**config.mk**
```make
export PLATFORM = sky130hd
export DESIGN_NAME = pi_ctrl_seq
export DESIGN_NICKNAME = d
export VERILOG_FILES = /design/src/rtl/pi_ctrl_seq.sv
export SDC_FILE = /design/constraint.sdc
export NUM_CORES = 1
export LEC_CHECK = 0
export CAP_MARGIN = 5
export CORE_MARGIN = 3
export CORE_UTILIZATION = 40
export CTS_CLUSTER_DIAMETER = 100
export CTS_CLUSTER_SIZE = 28
export DETAILED_ROUTE_END_ITERATION = 8
export PLACE_DENSITY = 0.83
export SLEW_MARGIN = 10
export SYNTH_ARGS = -nofsm -noshare
export SYNTH_HDL_FRONTEND = slang
export SYNTH_SLANG_ARGS = --single-unit
```
**constraint.sdc**
```tcl
create_clock -name clk -period 2.1 [get_ports clk]
set_input_delay 0.525 -clock clk [delete_from_list [all_inputs] [get_ports clk]]
set_output_delay 0.525 -clock clk [all_outputs]
set_load 0.01 [all_outputs]
```
**src/rtl/pi_ctrl_seq.sv**
```systemverilog
// PI motor-control sequencer: steps the shared combinational ALU through the
// integral / proportional / output micro-program and holds the operand registers.
module pi_ctrl_seq #(
    parameter logic [13:0] PTERM = 14'h3680,
    parameter logic [11:0] ITERM = 12'h500
) (
    input  logic        clk,
    input  logic        rst,
    input  logic        go,
    input  logic [11:0] err_in,
    input  logic [11:0] fwd_in,
    input  logic [15:0] alu_dst,
    output logic [15:0] Accum,
    output logic [15:0] Pcomp,
    output logic [13:0] Pterm,
    output logic [11:0] Iterm,
    output logic [11:0] Error,
    output logic [11:0] Intgrl,
    output logic [11:0] Icomp,
    output logic [11:0] Fwd,
    output logic [2:0]  src1sel,
    output logic [2:0]  src0sel,
    output logic        multiply,
    output logic        sub,
    output logic        mult2,
    output logic        mult4,
    output logic        saturate,
    output logic [11:0] lft,
    output logic [11:0] rht,
    output logic        busy,
    output logic        done
);

    // state  | meaning
    // IDLE   | waiting for go; operands captured on accept
    // INTG   | Intgrl += Error>>4, saturated
    // ICOMP  | Icomp = Iterm * Intgrl
    // PCOMP  | Pcomp = Error * Pterm
    // RHT1   | Accum = Fwd - Pcomp
    // RHT2   | rht = sat(Accum - Icomp)
    // LFT1   | Accum = Fwd + Pcomp
    // LFT2   | lft = sat(Accum + Icomp)
    // DONE   | commands valid, done pulse
    typedef enum logic [3:0] {
        S_IDLE, S_INTG, S_ICOMP, S_PCOMP, S_RHT1, S_RHT2, S_LFT1, S_LFT2, S_DONE
    } state_t;

    state_t      state_q, state_d;
    logic [11:0] error_q, error_d;
    logic [11:0] fwd_q, fwd_d;
    logic [11:0] intgrl_q, intgrl_d;
    logic [11:0] icomp_q, icomp_d;
    logic [15:0] pcomp_q, pcomp_d;
    logic [15:0] accum_q, accum_d;
    logic [11:0] lft_q, lft_d;
    logic [11:0] rht_q, rht_d;

    always_ff @(posedge clk) begin
        if (rst) begin
            state_q  <= S_IDLE;
            error_q  <= '0;
            fwd_q    <= '0;
            intgrl_q <= '0;
            icomp_q  <= '0;
            pcomp_q  <= '0;
            accum_q  <= '0;
            lft_q    <= '0;
            rht_q    <= '0;
        end else begin
            state_q  <= state_d;
            error_q  <= error_d;
            fwd_q    <= fwd_d;
            intgrl_q <= intgrl_d;
            icomp_q  <= icomp_d;
            pcomp_q  <= pcomp_d;
            accum_q  <= accum_d;
            lft_q    <= lft_d;
            rht_q    <= rht_d;
        end
    end

    always_comb begin
        state_d = state_q;
        case (state_q)
            S_IDLE:  if (go) state_d = S_INTG;
            S_INTG:  state_d = S_ICOMP;
            S_ICOMP: state_d = S_PCOMP;
            S_PCOMP: state_d = S_RHT1;
            S_RHT1:  state_d = S_RHT2;
            S_RHT2:  state_d = S_LFT1;
            S_LFT1:  state_d = S_LFT2;
            S_LFT2:  state_d = S_DONE;
            S_DONE:  state_d = S_IDLE;
            default: state_d = S_IDLE;
        endcase
    end

    // Each step captures the ALU result at the end of the step that produced it.
    always_comb begin
        error_d  = error_q;
        fwd_d    = fwd_q;
        intgrl_d = intgrl_q;
        icomp_d  = icomp_q;
        pcomp_d  = pcomp_q;
        accum_d  = accum_q;
        lft_d    = lft_q;
        rht_d    = rht_q;
        case (state_q)
            S_IDLE: begin
                if (go) begin
                    error_d = err_in;
                    fwd_d   = fwd_in;
                end
            end
            S_INTG:  intgrl_d = alu_dst[11:0];
            S_ICOMP: icomp_d  = alu_dst[11:0];
            S_PCOMP: pcomp_d  = alu_dst;
            S_RHT1:  accum_d  = alu_dst;
            S_RHT2:  rht_d    = alu_dst[11:0];
            S_LFT1:  accum_d  = alu_dst;
            S_LFT2:  lft_d    = alu_dst[11:0];
            default: ;
        endcase
    end

    always_comb begin
        src1sel  = 3'd0;
        src0sel  = 3'd0;
        multiply = 1'b0;
        sub      = 1'b0;
        mult2    = 1'b0;
        mult4    = 1'b0;
        saturate = 1'b0;
        case (state_q)
            S_INTG:  begin src1sel = 3'd3; src0sel = 3'd1; saturate = 1'b1; end
            S_ICOMP: begin src1sel = 3'd1; src0sel = 3'd1; multiply = 1'b1; end
            S_PCOMP: begin src1sel = 3'd2; src0sel = 3'd4; multiply = 1'b1; end
            S_RHT1:  begin src1sel = 3'd4; src0sel = 3'd3; sub = 1'b1; end
            S_RHT2:  begin src1sel = 3'd0; src0sel = 3'd2; sub = 1'b1; saturate = 1'b1; end
            S_LFT1:  begin src1sel = 3'd4; src0sel = 3'd3; end
            S_LFT2:  begin src1sel = 3'd0; src0sel = 3'd2; saturate = 1'b1; end
            default: ;
        endcase
    end

    assign busy   = (state_q != S_IDLE);
    assign done   = (state_q == S_DONE);
    assign Accum  = accum_q;
    assign Pcomp  = pcomp_q;
    assign Pterm  = PTERM;
    assign Iterm  = ITERM;
    assign Error  = error_q;
    assign Intgrl = intgrl_q;
    assign Icomp  = icomp_q;
    assign Fwd    = fwd_q;
    assign lft    = lft_q;
    assign rht    = rht_q;

endmodule

```
; After elaboration in Yosys (flattened, before gate mapping)
; Cells that the tools add are included.
[totals]
reg_bits = 108
inputBits = 43
wordCells = 34
[op_classes]
n_eq_ne = 9
n_mux = 7
reduce_logical = 9
[ops]
columns = operator, count
row1 = $pmux 4 s8, 1
row2 = $pmux 3 s4, 2
row3 = $eq 4x3->1 const B, 4
row4 = $reduce_or 2->1, 5
row5 = $eq 4x2->1 const B, 2
row6 = $eq 4x1->1 const B, 1
row7 = $eq 4x4->1 const B, 1
row8 = $logic_not 4->1, 1
row9 = $mux 4, 1
row10 = $reduce_bool 4->1, 1
row11 = $mux 1, 3
row12 = $reduce_or 3->1, 1
row13 = $ne 2x2->1 const B, 1
row14 = $reduce_and 2->1, 1

; Longest topological paths before layout
; Gate-level depths: netlist (run 1).
[logic_depth]
depth_word = 3
ltp_mapped = 6
mapped_depth_nobuf = 4

; Least setup slack after synthesis (run 1)
; No wires, ideal clock.
[synth_path]
path_type = register to output
startpoint = reg state_q[3]
endpoint = out src0sel[0]
arrival_time_ns = 1.427
slack_ns = 0.148
path_stages_with_launch = 5
cell_sequence = dfxtp_1 or4b_2 clkbuf_1 buf_2 nand3_1
[synth_via]
elab_chain_cells = 3
[synth_lines]
columns = element, line
row1 = start: declaration, 48  ; state_t state_q, state_d;
row2 = start signal: assignment, 70  ; state_q <= state_d;
row3 = $eq 4x3->1 (tied with other cells), 134  ; case (state_q)
row4 = $reduce_or 2->1 (no source line), --
row5 = $pmux 3 s4 *, 134
row6 = end: declaration, 22  ; output logic [2:0] src0sel,
; Every way passes the cells marked *; elsewhere a longest branch is shown, timed or not.

; Worst setup path in the final report (run 1)
[layout_path]
startpoint = reg state_q[0]
endpoint = out busy
[layout_via]
elab_chain_cells = 1
[layout_lines]
columns = element, line
row1 = $reduce_bool 4->1, 146  ; assign busy = (state_q != S_IDLE);
row2 = end: declaration, 30  ; output logic busy,
; Every way passes these cells.

==> run metrics, run 1 <==
Syn Inst Count=546; 1st-pass router iterations=6; worst vdd ir=0.510 mV; DP Wirelength=9290 um; CP bufs+invs=2; Worst-Skew Late Latency=370 ps; TritonCTS buffer count=9; Cell Chain, Critical Path=buf_6, or4_4, buf_6; cts hold-fix bufs=0; I/O pin count=186; Final #Nets=739; RSZ-0062 raised after global routing=yes; final hold vios=0; worst endpoint data arrival time=1540 ps; Power Density=715 mW/mm^2; FP Rows=37; Main synth FF type=dfxtp_1; cell mode on critical path=buf_6; final wirelength=12600 um; layout cell share with drive strength beyond 1=9.57%; Worst-path clk slew=90 ps; H-tree levels=3; gr usage total=20.6%; critical path peak fanout=4; Die Ht=109 um; status=complete, no violations; Max Cap Viol=0; Static Leak=2.28 nW; ant diodes=0; CTS tree=done; Setup Viol. Count Final=0; DR iter-0 viols=347; Distinct cells, synth=30; placed insts=820; EDFF count, synth=0; skew final=10.9 ps; Max-slew headroom=57.5%; filler instances=906; area grow syn2layout=44.4%; hold crit path type=reg2reg; CTS root buffer=clkbuf_8; Post-route DRC=0; Antenna Nets Post-Route=0; minimum clock period=2070 ps; Post-Syn Area=0.00425 sq mm; syn_area_per_cell=7.79 sq um; initial antenna violation count=0; critical path class=reg2out; Fmax achieved=484 MHz; Buffers on Ports=157; first-pass GRT wire length=19300 um; ys async rst share=0%; largest net degree at the start of global routing=62; Crit. End Element=output pin; Critical Path RT=1570 ps; Final Total Pwr=0.00439 W; Starting Density=41.2%; Yosys reg bits=108; Tcrit/Tclk final=98.4%; vias=4091; CP Launch Type=register; sequential area share after synthesis=50.8%; GRT overflow=0; WL/cell=15.1 um; Ys Warns=0; CORE AREA=0.0103 sq mm; Reg area=0.00217 sq mm; CTS Sinks=108; die area=0.0119 sq mm; Crit path largest cell delay=560 ps; multi-input logic area=0.00176 sq mm; max-slew violation count=0; CP max stage cell=or4_4; Via density=4.89; Post-Layout Cell Count=836; Die Wd=109 um; vias in the first global route=3804; GP Congestion=0.833; Least-Margin Pin Slew=637 ps; deepest clock path buffer count=2; delay-heaviest family, CP=simple AND/OR/NAND/NOR gates
sequential cells by signal, indices dropped and copies added, names as in the netlist:
name and count:
Accum 16, Fwd 12, Intgrl 12, Error 12, Icomp 12, lft 12
Pcomp 16, state_q 4, rht 12
cells in the mapped netlist (all sizes together) (3+ instances only):
master / n / area share (%)
o21ai: 24 / 2.8
nand2: 162 / 14
or3: 24 / 3.5
buf: 40 / 6.4
clkbuf: 30 / 2.7
a21oi: 104 / 12
inv: 26 / 2.3
nor4b: 3 / 0.62
dfxtp: 108 / 51
final timing paths:
check,slack (ps),depth (start not counted),endpoint,from
setup / recovery,30,3,busy,state_q[0]
hold / removal,460,2,Accum[1],Accum[1]
setup reg to reg,240,5,Fwd[8],state_q[0]
hold reg to reg,460,2,Accum[1],Accum[1]
cells by family (layout without fill, tap and decap cells):
kind of cell | Yosys count | after routing | synth area share [%]
and+or+nand+nor | 209 | 209 | 22.1
AOI/OAI and AO/OA | 128 | 128 | 15.1
DFF | 108 | 108 | 50.8
buffers and inverters | 97 | 225 | 11.4
other | 2 | 28 | 0.177
xor gates and xnor gates | 2 | 2 | 0.412
power by group:
part	switching (W)	internal (W)	total, W
Combinational	0.000519	0.000475	0.000994
Sequential	0.0000661	0.00217	0.00223
Clock	0.000728	0.000436	0.00116
Total	0.00131	0.00308	0.00439
tightest hold or removal path, stage by stage (launching register included):
cell and delay [ps]:
dfxtp_1 320, nand2_1 50, a21oi_1 50
layer usage:
| metal | up-vias | share of wire (%) | GRT usage [%] | wire [um] |
|---|---|---|---|---|
| met4 | 0 | 1.7 | 6.40 | 219 |
| li1 | 2004 | - | - | - |
| met2 | 181 | 50 | 35.0 | 6250 |
| met5 | - | 0 | 0 | 0 |
| met1 | 1887 | 39 | 24.3 | 4930 |
| met3 | 19 | 9.6 | 7.34 | 1210 |
per-stage QoR:
stage	TNS, ps	utilization (%)	cell area (sq um)	setup WS, ps	hold WS, ps
6_report	0	59.5	6140	33.0	460
5_1_grt	-1.18	59.5	6140	-1.18	482
3_3_place_gp	-323	57.4	5930	-104	441
2_1_floorplan	0	-	4350	148	481
3_5_place_dp	-373	57.4	5930	-117	447
4_1_cts	0	59.4	6130	2.51	462
cells in the final DEF (no fill, tap or decap), types with 3 or more instances in the layout:
master | netlist | routed
a21oi_1 | 104 | 104
clkinvlp_4 | 0 | 3
dfxtp_2 | 0 | 4
or3_1 | 24 | 24
buf_2 | 10 | 4
dfxtp_1 | 108 | 104
clkbuf_2 | 1 | 3
nand2_1 | 162 | 162
buf_6 | 0 | 4
inv_1 | 25 | 25
o21ai_0 | 24 | 24
clkbuf_8 | 0 | 9
clkdlybuf4s50_1 | 0 | 145
conb_1 | 2 | 28
buf_4 | 29 | 21
timing repair:
| item | 4_1_cts | 5_1_grt |
|---|---|---|
| pin swaps | 2 | 1 |
| setup buffers | 0 | 2 |
| setup endpoints to repair | 11 | 6 |
| gates resized for setup | 46 | 8 |
area by class of cell:
type	count	area share (%)
Multi-Input combinational cell	367	28.6
Sequential cell	108	35.3
Tap cell	136	2.77
Timing Repair Buffer	183	28.9
Inverter	27	1.67
Clock buffer	9	2.02
Clock inverter	6	0.774
Power figures use the tool's default switching activity.
==> inputs of run 2 (changes only) <==
--- a/config.mk
+++ b/config.mk
@@ -8,6 +8,7 @@
 export CAP_MARGIN = 5
 export CORE_MARGIN = 3
 export CORE_UTILIZATION = 40
+export CTS_BUF_LIST = sky130_fd_sc_hd__clkbuf_8
 export CTS_CLUSTER_DIAMETER = 100
 export CTS_CLUSTER_SIZE = 28
 export DETAILED_ROUTE_END_ITERATION = 8
==> results of run 2 <==
Final layout, timing and power as in run 1 (identical DEF).
